--- config.mk ---
export PLATFORM = sky130hd
export DESIGN_NAME = cv32e40p_rf_wb_scheduler
export DESIGN_NICKNAME = d
export VERILOG_FILES = /design/src/rtl/cv32e40p_rf_wb_scheduler.sv
export SDC_FILE = /design/constraint.sdc
export NUM_CORES = 1
export LEC_CHECK = 0
export ABC_AREA = 0
export BUFFER_PORTS_ARGS = -buffer_cell sky130_fd_sc_hd__buf_4
export CORE_UTILIZATION = 51
export CTS_CLUSTER_DIAMETER = 30
export DETAILED_ROUTE_END_ITERATION = 8
export PLACE_DENSITY = 0.87
export RECOVER_POWER = 50
export SLEW_MARGIN = 0
export SYNTH_ARGS = -nofsm -noshare
export SYNTH_HDL_FRONTEND = slang
export SYNTH_SLANG_ARGS = --single-unit
--- constraint.sdc ---
create_clock -name clk -period 4.5 [get_ports clk]
set_input_delay 0.45 -clock clk [delete_from_list [all_inputs] [get_ports clk]]
set_output_delay 0.45 -clock clk [all_outputs]
set_load 0.01 [all_outputs]
--- src/rtl/cv32e40p_rf_wb_scheduler.sv ---
// Write-back scheduler: arbitrates NUM_REQ result producers onto the two register-file
// write ports (one cycle registered) and tracks outstanding destinations for hazard checks.
module cv32e40p_rf_wb_scheduler #(
  parameter int unsigned ADDR_WIDTH = 6,
  parameter int unsigned DATA_WIDTH = 32,
  parameter int unsigned NUM_REQ    = 3,
  parameter bit          FPU        = 1'b0
) (
  input  logic                          clk,
  input  logic                          rst,
  input  logic [NUM_REQ-1:0]            req_valid_i,
  input  logic [NUM_REQ*ADDR_WIDTH-1:0] req_addr_i,
  input  logic [NUM_REQ*DATA_WIDTH-1:0] req_data_i,
  output logic [NUM_REQ-1:0]            req_ready_o,
  input  logic                          issue_valid_i,
  input  logic [ADDR_WIDTH-1:0]         issue_addr_i,
  output logic                          issue_ready_o,
  input  logic [3*ADDR_WIDTH-1:0]       chk_addr_i,
  output logic [2:0]                    hazard_o,
  output logic [ADDR_WIDTH-1:0]         waddr_a_o,
  output logic [DATA_WIDTH-1:0]         wdata_a_o,
  output logic                          we_a_o,
  output logic [ADDR_WIDTH-1:0]         waddr_b_o,
  output logic [DATA_WIDTH-1:0]         wdata_b_o,
  output logic                          we_b_o
);

  localparam int unsigned RRW  = $clog2(NUM_REQ);
  localparam int unsigned NREG = 1 << ADDR_WIDTH;

  function automatic logic dropped(input logic [ADDR_WIDTH-1:0] a);
    return (a == '0) || (!FPU && a[ADDR_WIDTH-1]);
  endfunction

  logic [RRW-1:0]        rr_q, rr_d;
  logic [NREG-1:0]       pending_q, pending_d;
  logic                  we_a_q, we_b_q;
  logic [ADDR_WIDTH-1:0] waddr_a_q, waddr_b_q;
  logic [DATA_WIDTH-1:0] wdata_a_q, wdata_b_q;

  logic [NUM_REQ-1:0]    grant;
  logic                  use_a, use_b;
  logic [ADDR_WIDTH-1:0] addr_a, addr_b;
  logic [DATA_WIDTH-1:0] data_a, data_b;
  int unsigned           rr_start;

  always_comb begin
    grant    = '0;
    use_a    = 1'b0;
    use_b    = 1'b0;
    addr_a   = '0;
    addr_b   = '0;
    data_a   = '0;
    data_b   = '0;
    rr_d     = rr_q;
    rr_start = 32'(rr_q);
    if (req_valid_i[0]) begin
      grant[0] = 1'b1;
      use_b    = 1'b1;
      addr_b   = req_addr_i[0 +: ADDR_WIDTH];
      data_b   = req_data_i[0 +: DATA_WIDTH];
    end
    // Round-robin as two linear passes: requesters rr..N-1 first, then 1..rr-1.
    for (int unsigned pass = 0; pass < 2; pass++) begin
      for (int unsigned i = 1; i < NUM_REQ; i++) begin
        if (((pass == 0) == (i >= rr_start)) && req_valid_i[i] && !use_a &&
            !(use_b && req_addr_i[i*ADDR_WIDTH +: ADDR_WIDTH] == addr_b)) begin
          grant[i] = 1'b1;
          if (!use_b) begin
            use_b  = 1'b1;
            addr_b = req_addr_i[i*ADDR_WIDTH +: ADDR_WIDTH];
            data_b = req_data_i[i*DATA_WIDTH +: DATA_WIDTH];
          end else begin
            use_a  = 1'b1;
            addr_a = req_addr_i[i*ADDR_WIDTH +: ADDR_WIDTH];
            data_a = req_data_i[i*DATA_WIDTH +: DATA_WIDTH];
          end
          rr_d = (i == NUM_REQ - 1) ? RRW'(1) : RRW'(i + 1);
        end
      end
    end
  end

  assign req_ready_o   = grant;
  assign issue_ready_o = !pending_q[issue_addr_i];

  always_comb begin
    pending_d = pending_q;
    if (use_a) pending_d[addr_a] = 1'b0;
    if (use_b) pending_d[addr_b] = 1'b0;
    // A new producer issued on the same edge as the old one's write keeps the bit set.
    if (issue_valid_i && issue_ready_o && !dropped(issue_addr_i))
      pending_d[issue_addr_i] = 1'b1;
  end

  logic [ADDR_WIDTH-1:0] chk_a;
  always_comb begin
    hazard_o = '0;
    chk_a    = '0;
    for (int unsigned k = 0; k < 3; k++) begin
      chk_a       = chk_addr_i[k*ADDR_WIDTH +: ADDR_WIDTH];
      hazard_o[k] = pending_q[chk_a] && (chk_a != '0);
    end
  end

  always_ff @(posedge clk) begin
    if (rst) begin
      we_a_q    <= 1'b0;
      we_b_q    <= 1'b0;
      waddr_a_q <= '0;
      waddr_b_q <= '0;
      wdata_a_q <= '0;
      wdata_b_q <= '0;
      rr_q      <= RRW'(1);
      pending_q <= '0;
    end else begin
      we_a_q <= use_a && !dropped(addr_a);
      we_b_q <= use_b && !dropped(addr_b);
      if (use_a && !dropped(addr_a)) begin
        waddr_a_q <= addr_a;
        wdata_a_q <= data_a;
      end
      if (use_b && !dropped(addr_b)) begin
        waddr_b_q <= addr_b;
        wdata_b_q <= data_b;
      end
      rr_q      <= rr_d;
      pending_q <= pending_d;
    end
  end

  assign we_a_o    = we_a_q;
  assign we_b_o    = we_b_q;
  assign waddr_a_o = waddr_a_q;
  assign waddr_b_o = waddr_b_q;
  assign wdata_a_o = wdata_a_q;
  assign wdata_b_o = wdata_b_q;

endmodule
==> results of run 1 <==
-- metal layers --
| layer | vias up | GRT usage (%) |
|---|---|---|
| met1 | 5057 | 44.88 |
| met4 | 0 | 17.09 |
| met3 | 137 | 8.370 |
| met2 | 828 | 58.36 |
| li1 | 4709 | - |
| met5 | - | 0 |
-- power groups by stage --
stage	Clock [uW]	Sequential (uW)	Combinational, uW
finish	1340	1410	1060
global route	1390	1420	1130
global placement	0	1430	1080
floorplan	0	1460	632
CTS	1350	1410	1100
detailed placement	0	1440	1090
-- stage by stage --
stage	instance area (um2)	utilization, %	power (uW)
2_1_floorplan	9907	-	2087
3_3_place_gp	11760	62.24	2516
3_5_place_dp	11760	62.24	2531
4_1_cts	12310	65.18	3855
5_1_grt	11990	63.48	3939
6_report	11990	63.48	3805
-- cells in the final DEF, fill, tap and decap left out, types with 6 or more instances in the layout --
cell,instances
clkbuf_1,85
a211oi_1,46
mux4_2,61
clkbuf_16,17
dfxtp_1,144
a31oi_1,8
o211ai_1,10
nor2_1,65
a22o_1,44
buf_4,172
a22oi_1,7
mux2_2,15
nand2_1,197
nand2b_1,6
or3_1,6
nand3_1,28
o21ai_0,21
nand4_1,8
a221oi_1,41
nor3_1,25
inv_1,14
and3_1,14
o22ai_1,7
nor2b_1,15
or4_1,6
xnor2_1,11
a222oi_1,33
mux2i_1,44
o31ai_1,6
a21oi_1,30
-- worst min path at each step --
stage / end / from / depth (start not counted)
4_1_cts: wdata_a_o[1] / req_data_i[33] / 4
6_report: wdata_a_o[2] / req_data_i[34] / 4
3_5_place_dp: waddr_a_o[2] / waddr_a_o[2] / 2
3_3_place_gp: wdata_a_o[24] / wdata_a_o[24] / 2
2_1_floorplan: pending_q[0] / pending_q[0] / 1
5_1_grt: wdata_a_o[8] / req_data_i[40] / 4
-- registers in the layout (all words and copies together), names as in the netlist --
name       cells
waddr_a_o      6
wdata_a_o     32
rr_q           2
we_b_o         1
pending_q     64
we_a_o         1
wdata_b_o     32
waddr_b_o      6
-- worst max-delay path, delay by kind of cell (launching register included) --
| kind | cells | cell delay, ns |
|---|---|---|
| AND/OR/NAND/NOR | 2 | 0.74 |
| AO/OA/AOI/OAI | 7 | 2.35 |
| flip-flops | 1 | 0.41 |
| buffers and inverters | 1 | 0.46 |
-- cell usage after synthesis, drive strengths merged, types with 4 or more instances --
| master | n |
|---|---|
| nor2b | 15 |
| or4 | 6 |
| dfxtp | 144 |
| or3 | 6 |
| and3 | 14 |
| mux2i | 44 |
| nand3b | 4 |
| clkbuf | 75 |
| o221ai | 4 |
| inv | 14 |
| buf | 29 |
| nand2b | 6 |
| nand4 | 8 |
| o2111ai | 5 |
| o211ai | 10 |
| a22o | 45 |
| o31ai | 6 |
| a21boi | 6 |
| nor4 | 5 |
| a41o | 5 |
| nand2 | 198 |
| a211o | 4 |
| a31o | 4 |
| a22oi | 7 |
| o21ai | 21 |
| mux2 | 15 |
| xnor2 | 11 |
| mux4 | 61 |
| a222oi | 33 |
| a21o | 4 |
| a31oi | 8 |
| a221oi | 42 |
| a21oi | 34 |
| and3b | 4 |
| nor2 | 67 |
| nand3 | 28 |
| o22ai | 7 |
| a211oi | 46 |
| nor3 | 27 |
| and2 | 5 |
-- cell type report --
type	count	area [um2]
Sequential cell	144	2883
Tap cell	260	325.3
Fill cell	1671	6900
Timing Repair Buffer	258	1632
Clock buffer	21	470.5
Multi-Input combinational cell	854	6539
Inverter	15	58.81
Clock inverter	9	85.08
-- logic make-up (layout without fill, tap and decap cells) --
family / count (synthesis) / count (layout)
XOR/XNOR: 14 / 14
flip-flops: 144 / 144
AO/OA/AOI/OAI: 316 / 316
AND/OR/NAND/NOR: 404 / 404
multiplexers: 120 / 120
buffers and inverters: 119 / 303
==> key figures, run 1 <==
Setup path
  • CP Cell Sequence: a21boi_1 -> and3_1 -> o21ai_0 -> a31oi_1 -> a211o_1 -> a31o_2 -> buf_4 -> a31oi_1 -> nor2_1 -> a221oi_1
  • Start point of the critical path: rr_q[1]
  • Reg2reg start: rr_q[1]
  • R2R depth: 10
  • Crit-path most repeated cell: a31oi_1
  • Crit Reg-Reg Endpoint: pending_q[33]
  • CP max-delay cell: a21boi_1
  • Critical path's largest stage delay: between 0.6 and 0.7 ns
  • CP endpoint: pending_q[33]
  • Setup crit start kind: flip-flop
  • Worst R2R Setup Slack: around 0.33 ns
  • Highest net fanout along the worst path: 34
  • Critical path required time: between 4 and 5 ns
  • CP arrival: 4.40 ns
  • Type of the worst setup path: reg -> reg
  • Crit path capture type: flip-flop

Cells and area
  • Share of cells above drive strength 1: 23.21%
  • Final #Nets: roughly 1,400
  • Layout Area Growth over Synthesis: 21.05%
  • Antenna cells: 0
  • Final non-filler cell total: between 1,500 and 2,000

Synth
  • Synthesized flop and latch total: around 140
  • Post-synth top area share: ~29%
  • Post-synthesis xor/xnor area fraction: 1.238%
  • Cell taking the most area after synthesis: dfxtp_1
  • Synth Area per Inst: ~8.9 um2
  • Post-synth EDFFs: 0
  • Synthesized area: approximately 10000 um2
  • Cells after Synth: approximately 1,100
  • Largest cells by area after synthesis: dfxtp_1, mux4_2, nand2_1
  • Adder-cell share of the synthesized area: 0%
  • Post-synthesis net count: roughly 1,300
  • Most used DFF post-synth: dfxtp_1
  • Synth warnings: 0
  • Async SR Flop Fraction: 0%
  • Seq/Total Area, Yosys: 29.10%
  • Largest family of logic cells by synthesized area: compound AO/OA/AOI/OAI gates
  • Synth Area in Simple Gates: a little under a fifth
  • Synth unique cells: between 70 and 80
  • Multiplexer share of the synthesized area: around 20%
  • Synth Area in Compound Gates: 25.45%

Power
  • Clk pwr share: 35.1%
  • Net Sw Power: 1247 uW
  • Cell Pwr Density: between 300 and 400 nW/um2
  • Max IR drop VDD: around 0.23 mV
  • Share of total power in combinational logic: between 20% and 30%
  • Reg power frac: a little under two fifths
  • Switching Fraction: around 33%
  • Int Power: between 2000 and 3000 uW
  • Static Leakage: 0.004637 uW

Global routing
  • Vias in the first global route: 9,990
  • Initial antenna violation count: 0
  • Largest net degree at the start of global routing: 97
  • All-Layer GR Usage: between 30% and 40%
  • Grt ovf: 0
  • First-pass GRT wire length: 55.52 mm

Hold path
  • Hold Path Class: in -> reg

Detailed routing
  • Avg WL per Cell: 22.99 um
  • Met1 WL: 13.03 mm
  • Initial DRC count: ~1,600
  • Antenna-violating nets left: 0
  • DRC violations left: 9
  • Highest metal used: met4
  • Met2 wire len: 16.74 mm
  • Met3 WL: approximately 4.4 mm
  • DR pass1 iterations: 9
  • Vias per std cell: between 6 and 7
  • Final WL: between 30 and 40 mm
  • Via count: roughly 11,000

Die
  • Width of the die: between 100 and 150 um
  • FP Rows: 50
  • Core area: 18,890 um2
  • Chip height: about 140 um
  • Initial Utilization: between 50% and 60%
  • IO Pins: 229
  • Die ar.: about 20,000 um2

Timing
  • Worst clock skew: approximately 0.0066 ns
  • Fmax: roughly 0.24 GHz
  • Worst slew pin tran: ~1.7 ns
  • RSZ-0062 raised after global routing: false
  • Final Max Tran Viols: 39
  • Fin crit period: 4.174 ns
  • Final hold vios: 0
  • Hold WS: around 0.42 ns
  • Setup Total Neg Slack: 0 ns
  • Slew margin rel.: -15.47%
  • Final setup margin: about 0.33 ns
  • Final Setup Violations: 0
  • Fin crit share: between 90 and 100%

CTS
  • Hold buffers post-CTS: 0
  • Total clock buffers created by CTS: 17
  • Clock Pin Slew Worst Setup and Hold Paths: around 0.060 ns
  • Max clock buf depth: 2
  • CTS Root Cell: clkbuf_16
  • Postcts setup bufs: 0
  • CTS tree: yes
  • Worst skew pair latency: roughly 0.42 ns
  • CTS H-Tree Depth: 4
  • Post-cts gate resize count: 0
  • Sink Count: roughly 140

Placed design
  • Port-buffer cells: between 200 and 250
  • Worst slack, placed: approximately 0.37 ns
  • Dpl cells: approximately 1,500
  • HPWL Detailed: about 26 mm
  • Gpl congestion: ~1.1

Run status
  • Failing checks: design-rule violations, max-capacitance violations, max-slew violations
  • Status: finished, violations left

Job
  • Max cap viols: 1
Power figures use the tool's default switching activity.
==> run 2: changes to the inputs <==
CORE_UTILIZATION = 41   (was 51)
PLACE_DENSITY = 0.74   (was 0.87)
clock period = 4.53 ns   (was 4.5 ns; I/O delays follow)
==> key figures, run 2 (same netlist as run 1, synthesis figures left out) <==
Run status
  • Status: complete, no violations (was finished, violations left)

Hold path
  • Worst hold path depth: 4 (unchanged)
  • Hold Path Class: in -> reg (unchanged)

Cells and area
  • Max reg flops: 64 (unchanged)
  • Antenna cells: 0 (unchanged)
  • Most common cell after layout, fill and taps aside: nand2_1 (unchanged)
  • Most frequent cells in the layout: nand2_1, buf_4, dfxtp_1 (unchanged)
  • Final #Nets: 1,429 (was 1,434)
  • Fillcell total: 2,275 (was 1,671)
  • Share of cells above drive strength 1: 23.04% (was 23.21%)
  • Largest Register: pending_q (unchanged)
  • Layout Area Growth over Synthesis: 22.06% (was 21.05%)
  • Design area: 12,090 um2 (was 11,990 um2)

Setup path
  • R2R depth: 10 (unchanged)
  • Critical path required time: 4.84 ns (was 4.73 ns)
  • Crit path capture type: flip-flop (unchanged)
  • CP Cell Sequence: nor2b_1 -> buf_4 -> nor3_4 -> o2bb2ai_1 -> or4_1 -> o31a_1 -> a31o_2 -> a21oi_2 -> a21oi_1 -> a221oi_1 (was a21boi_1 -> and3_1 -> o21ai_0 -> a31oi_1 -> a211o_1 -> a31o_2 -> buf_4 -> a31oi_1 -> nor2_1 -> a221oi_1)
  • Highest net fanout along the worst path: 22 (was 34)
  • CP arrival: 4.29 ns (was 4.40 ns)
  • WP depth: 10 (unchanged)
  • Crit path buf inv count: 1 (unchanged)
  • Kind of cell adding the most delay to the critical path: compound AO/OA/AOI/OAI gates (unchanged)
  • CP max-delay cell: a21oi_2 (was a21boi_1)
  • Type of the worst setup path: reg -> reg (unchanged)
  • Critical path's largest stage delay: 0.71 ns (was 0.64 ns)
  • Setup crit start kind: flip-flop (unchanged)

Global routing
  • Initial antenna violation count: 0 (unchanged)
  • All-Layer GR Usage: 29.33% (was 35.83%)
  • Largest net degree at the start of global routing: 100 (was 97)
  • Vias in the first global route: 9,993 (was 9,990)
  • First-pass GRT wire length: 56.10 mm (was 55.52 mm)
  • Grt ovf: 0 (unchanged)

Detailed routing
  • DR pass1 iterations: 7 (was 9)
  • Via count: 10,500 (was 10,730)
  • Avg WL per Cell: 22.37 um (was 22.99 um)
  • Vias per std cell: 6.492 (was 6.874)
  • Initial DRC count: 1,221 (was 1,641)
  • Antenna-violating nets left: 0 (unchanged)
  • Final WL: 36.17 mm (was 35.89 mm)
  • DRC violations left: 0 (was 9)

Die
  • Initial Utilization: 41.96% (was 52.44%)
  • Chip height: 157.4 um (was 141.4 um)
  • IO Pins: 229 (unchanged)
  • Width of the die: 157.4 um (was 141.4 um)
  • FP Rows: 56 (was 50)
  • Die ar.: 24,790 um2 (was 19,990 um2)
  • Core area: 23,610 um2 (was 18,890 um2)

Timing
  • Fin crit share: 87.79% (was 92.76%)
  • Final Max Tran Viols: 0 (was 39)
  • Slew margin rel.: 14.77% (was -15.47%)
  • Fin crit period: 3.977 ns (was 4.174 ns)
  • Final Setup Violations: 0 (unchanged)
  • Fmax: 0.2514 GHz (was 0.2396 GHz)
  • RSZ-0062 raised after global routing: false (unchanged)
  • Worst clock skew: 0.01291 ns (was 0.006576 ns)
  • Worst slew pin tran: 1.279 ns (was 1.732 ns)
  • Final hold vios: 0 (unchanged)
  • Setup Total Neg Slack: 0 ns (unchanged)

Power
  • Net Sw Power: 1291 uW (was 1247 uW)
  • Clk pwr share: 38.1% (was 35.1%)
  • Reg power frac: 35.5% (was 37.0%)
  • Switching Fraction: 32.73% (was 32.78%)
  • Int Power: 2654 uW (was 2558 uW)
  • Static Leakage: 0.004647 uW (was 0.004637 uW)
  • Max IR drop VDD: 0.2790 mV (was 0.2275 mV)
  • Cell Pwr Density: 326.3 nW/um2 (was 317.3 nW/um2)
  • Share of total power in combinational logic: 26.4% (was 27.8%)

CTS
  • CTS tree: yes (unchanged)
  • CTS H-Tree Depth: 4 (unchanged)
  • Postcts setup bufs: 0 (unchanged)
  • Total clock buffers created by CTS: 17 (unchanged)
  • Hold buffers post-CTS: 0 (unchanged)
  • Max clock buf depth: 2 (unchanged)
  • Clock Pin Slew Worst Setup and Hold Paths: 0.07 ns (was 0.06 ns)
  • Post-cts gate resize count: 0 (unchanged)
  • Sink Count: 144 (unchanged)
  • CTS Root Cell: clkbuf_16 (unchanged)
  • Worst skew pair latency: 0.43 ns (was 0.42 ns)

Placed design
  • HPWL Detailed: 26.78 mm (was 26.39 mm)
  • Gpl congestion: 0.9982 (was 1.085)
  • Port-buffer cells: 228 (unchanged)
  • Area post-placement: 11,780 um2 (was 11,760 um2)

Job
  • Max cap viols: 0 (was 1)
==> run 2: changes by cell type in the layout (fill, tap and decap cells not counted), sizes merged <==
cell / delta
inv: +4
bufinv: +2
clkinv: -1
clkbuf: -2
buf: -4
clkinvlp: -2
==> run 2: worst min-delay path, delay by kind of cell <==
kind / cells / cell delay, ns
compound gates: 1 / 0.11
mux: 1 / 0.11
buf+inv: 1 / 0.08
simple gates: 1 / 0.04
==> run 2: metal layers <==
metal	up-vias	track usage (%)	share of wire, %
li1	4708	-	-
met1	5058	37.28	39
met2	648	47.58	47
met3	83	7.985	11
met4	0	10.26	2.9
met5	-	0	0
==> run 2: final cells by class <==
cell class / count / area (um2) / share of cell area [%]
multi-input cells: 854 / 6538 / 54.06
flip-flops and latches: 144 / 2883 / 23.84
repair buffers: 253 / 1585 / 13.11
clock buffers: 20 / 456.7 / 3.777
well taps: 319 / 399.1 / 3.301
clock inverters: 12 / 172.7 / 1.428
inverters: 15 / 58.81 / 0.4863
==> run 2: per-stage QoR <==
step / utilization [%] / power [uW] / setup slack, ns / instances / hold WS (ns)
after global routing: 51.21 / 4098 / 0.2568 / 1617 / 0.4210
after floorplan: - / 2073 / 1.172 / 1117 / 0.4375
after CTS: 52.56 / 4006 / 0.5939 / 1617 / 0.4084
after global placement: 49.90 / 2502 / 0.4985 / 1585 / 0.4440
after detailed placement: 49.90 / 2511 / 0.4076 / 1585 / 0.4521
final: 51.21 / 3946 / 0.5530 / 1617 / 0.4136
==> run 2: final timing paths <==
kind,startpoint,endpoint,slack (ns)
setup / recovery,rr_q[1],pending_q[63],0.55
hold / removal,req_data_i[63],wdata_a_o[31],0.41
setup reg to reg,rr_q[1],pending_q[63],0.55
hold reg to reg,wdata_a_o[3],wdata_a_o[3],0.46
==> run 2: power groups by stage <==
stage               clock (uW)  combinational [uW]  sequential [uW]
floorplan                    0                 627             1450
global placement             0                1080             1430
detailed placement           0                1080             1430
finish                    1510                1040             1400
global route              1570                1120             1410
CTS                       1520                1090             1400
==> run 3: changes to the inputs <==
REMOVE_ABC_BUFFERS = 1   (was unset)
==> key figures, run 3 (same netlist as run 1, synthesis figures left out) <==
Cells and area
  • Most common cell after layout, fill and taps aside: nand2_1 (unchanged)
  • Max reg flops: 64 (unchanged)
  • Area occupied by multi-input gates: 6528 um2 (was 6538 um2)
  • Final #Nets: 1,432 (was 1,429)
  • Fillcell total: 2,311 (was 2,275)
  • Layout Area Growth over Synthesis: 21.82% (was 22.06%)
  • Register Area: 2883 um2 (unchanged)
  • Design area: 12,070 um2 (was 12,090 um2)
  • Antenna cells: 0 (unchanged)
  • Most frequent cells in the layout: nand2_1, buf_4, dfxtp_1 (unchanged)
  • Largest Register: pending_q (unchanged)
  • Share of cells above drive strength 1: 22.91% (was 23.04%)

Detailed routing
  • Vias per std cell: 6.504 (was 6.492)
  • Via count: 10,540 (was 10,500)
  • Initial DRC count: 1,236 (was 1,221)
  • DRC violations left: 0 (unchanged)
  • Avg WL per Cell: 22.21 um (was 22.37 um)
  • DR pass1 iterations: 9 (was 7)
  • Final WL: 35.99 mm (was 36.17 mm)
  • Antenna-violating nets left: 0 (unchanged)

Power
  • Max IR drop VDD: 0.2943 mV (was 0.2790 mV)
  • Cell Pwr Density: 321.5 nW/um2 (was 326.3 nW/um2)
  • Pwr Total: 3880 uW (was 3946 uW)
  • Static Leakage: 0.004638 uW (was 0.004647 uW)

Global routing
  • All-Layer GR Usage: 28.78% (was 29.33%)
  • First-pass GRT wire length: 54.72 mm (was 56.10 mm)
  • Vias in the first global route: 9,973 (was 9,993)
  • Grt ovf: 0 (unchanged)
  • Largest net degree at the start of global routing: 77 (was 100)
  • Initial antenna violation count: 0 (unchanged)

Die
  • Width of the die: 157.4 um (unchanged)
  • Chip height: 157.4 um (unchanged)
  • Initial Utilization: 41.96% (unchanged)
  • IO Pins: 229 (unchanged)
  • FP Rows: 56 (unchanged)
  • Core area: 23,610 um2 (unchanged)
  • Die ar.: 24,790 um2 (unchanged)

Setup path
  • Highest net fanout along the worst path: 69 (was 22)
  • Type of the worst setup path: in -> reg (was reg -> reg)
  • Critical path's largest stage delay: 0.70 ns (was 0.71 ns)
  • Critical path required time: 4.84 ns (about the same)
  • CP max-delay cell: a21oi_2 (unchanged)
  • CP arrival: 4.48 ns (was 4.29 ns)
  • WP depth: 10 (unchanged)
  • Crit path capture type: flip-flop (unchanged)
  • R2R depth: 10 (unchanged)
  • Crit-path most repeated cell: nor4b_1
  • CP Cell Sequence: buf_4 -> nand2_1 -> and3_1 -> nor4b_1 -> nor4b_1 -> nor2_1 -> a31o_2 -> a21oi_2 -> a21oi_1 -> a221oi_1 (was nor2b_1 -> buf_4 -> nor3_4 -> o2bb2ai_1 -> or4_1 -> o31a_1 -> a31o_2 -> a21oi_2 -> a21oi_1 -> a221oi_1)
  • Crit path buf inv count: 1 (unchanged)
  • Setup crit start kind: input port (was flip-flop)
  • Kind of cell adding the most delay to the critical path: compound AO/OA/AOI/OAI gates (unchanged)

CTS
  • Clock Pin Slew Worst Setup and Hold Paths: 0.07 ns (about the same)
  • Max clock buf depth: 2 (unchanged)
  • CTS H-Tree Depth: 4 (unchanged)
  • Worst skew pair latency: 0.43 ns (about the same)
  • CTS Root Cell: clkbuf_16 (unchanged)
  • Postcts setup bufs: 0 (unchanged)
  • Hold buffers post-CTS: 0 (unchanged)
  • CTS tree: yes (unchanged)
  • Total clock buffers created by CTS: 17 (unchanged)
  • Sink Count: 144 (unchanged)
  • Post-cts gate resize count: 0 (unchanged)

Timing
  • Setup Total Neg Slack: 0 ns (unchanged)
  • Worst slew pin tran: 1.297 ns (was 1.279 ns)
  • Fin crit share: 91.85% (was 87.79%)
  • Slew margin rel.: 12.84% (was 14.77%)
  • Final Max Tran Viols: 0 (unchanged)
  • Fmax: 0.2403 GHz (was 0.2514 GHz)
  • Worst clock skew: 0.01594 ns (was 0.01291 ns)
  • Final Setup Violations: 0 (unchanged)
  • RSZ-0062 raised after global routing: false (unchanged)
  • Fin crit period: 4.161 ns (was 3.977 ns)
  • Final hold vios: 0 (unchanged)

Placed design
  • Area post-placement: 11,820 um2 (was 11,780 um2)
  • Port-buffer cells: 228 (unchanged)
  • HPWL Detailed: 26.47 mm (was 26.78 mm)
  • Gpl congestion: 0.9367 (was 0.9982)

Hold path
  • Worst hold path depth: 4 (unchanged)
  • Hold Path Class: in -> reg (unchanged)

Job
  • Max cap viols: 0 (unchanged)

Run status
  • Status: complete, no violations (unchanged)
[run 3: changes by cell type in the layout (fill, tap and decap cells not counted), moves of 2 or more]
cell / previous run / this run
clkinv_4: 3 / 1
clkinv_2: 0 / 2
inv_6: 3 / 5
clkbuf_1: 84 / 87
[run 3: area by class of cell]
cell class                      count  area share, %
Multi-Input combinational cell    854          54.08
Sequential cell                   144          23.89
Tap cell                          319          3.307
Timing Repair Buffer              256          13.33
Inverter                           15         0.4872
Clock inverter                     13          1.234
Clock buffer                       19          3.670
[run 3: power by group]
part           leakage, uW  switching [uW]  internal, uW  total, uW
Clock             0.000287             600           838       1440
Sequential         0.00117            51.8          1350       1400
Combinational      0.00318             647           398       1040
[run 3: routing by layer]
layer	vias up	track usage, %	wire, um
li1	4716	-	-
met1	5010	36.68	13990
met2	702	47.01	16940
met3	109	5.837	3634
met4	0	12.53	1419
met5	-	0	0
[run 3: stage by stage]
| stage | setup slack, ns | hold WS (ns) | util [%] | std cells |
|---|---|---|---|---|
| CTS | 0.5710 | 0.4041 | 52.55 | 1620 |
| detailed placement | 0.3703 | 0.4542 | 50.05 | 1588 |
| global route | 0.1335 | 0.4331 | 51.11 | 1620 |
| floorplan | -1.569 | 0.4375 | - | 1013 |
| finish | 0.3692 | 0.4125 | 51.11 | 1620 |
| global placement | 0.4869 | 0.4445 | 50.05 | 1588 |
[run 3: worst reg2reg max path, delay by kind of cell (launching register included)]
family | cells | cell delay (ns)
buffers and inverters | 1 | 0.23
and+or+nand+nor | 3 | 1.00
DFF | 1 | 0.61
AOI/OAI and AO/OA | 6 | 2.15
[run 3: final timing paths]
| kind | from | end | slack [ns] |
|---|---|---|---|
| max | req_valid_i[0] | pending_q[39] | 0.37 |
| min reg2reg | wdata_a_o[24] | wdata_a_o[24] | 0.46 |
| max reg2reg | rr_q[1] | pending_q[39] | 0.43 |
| min | req_data_i[38] | wdata_a_o[6] | 0.41 |
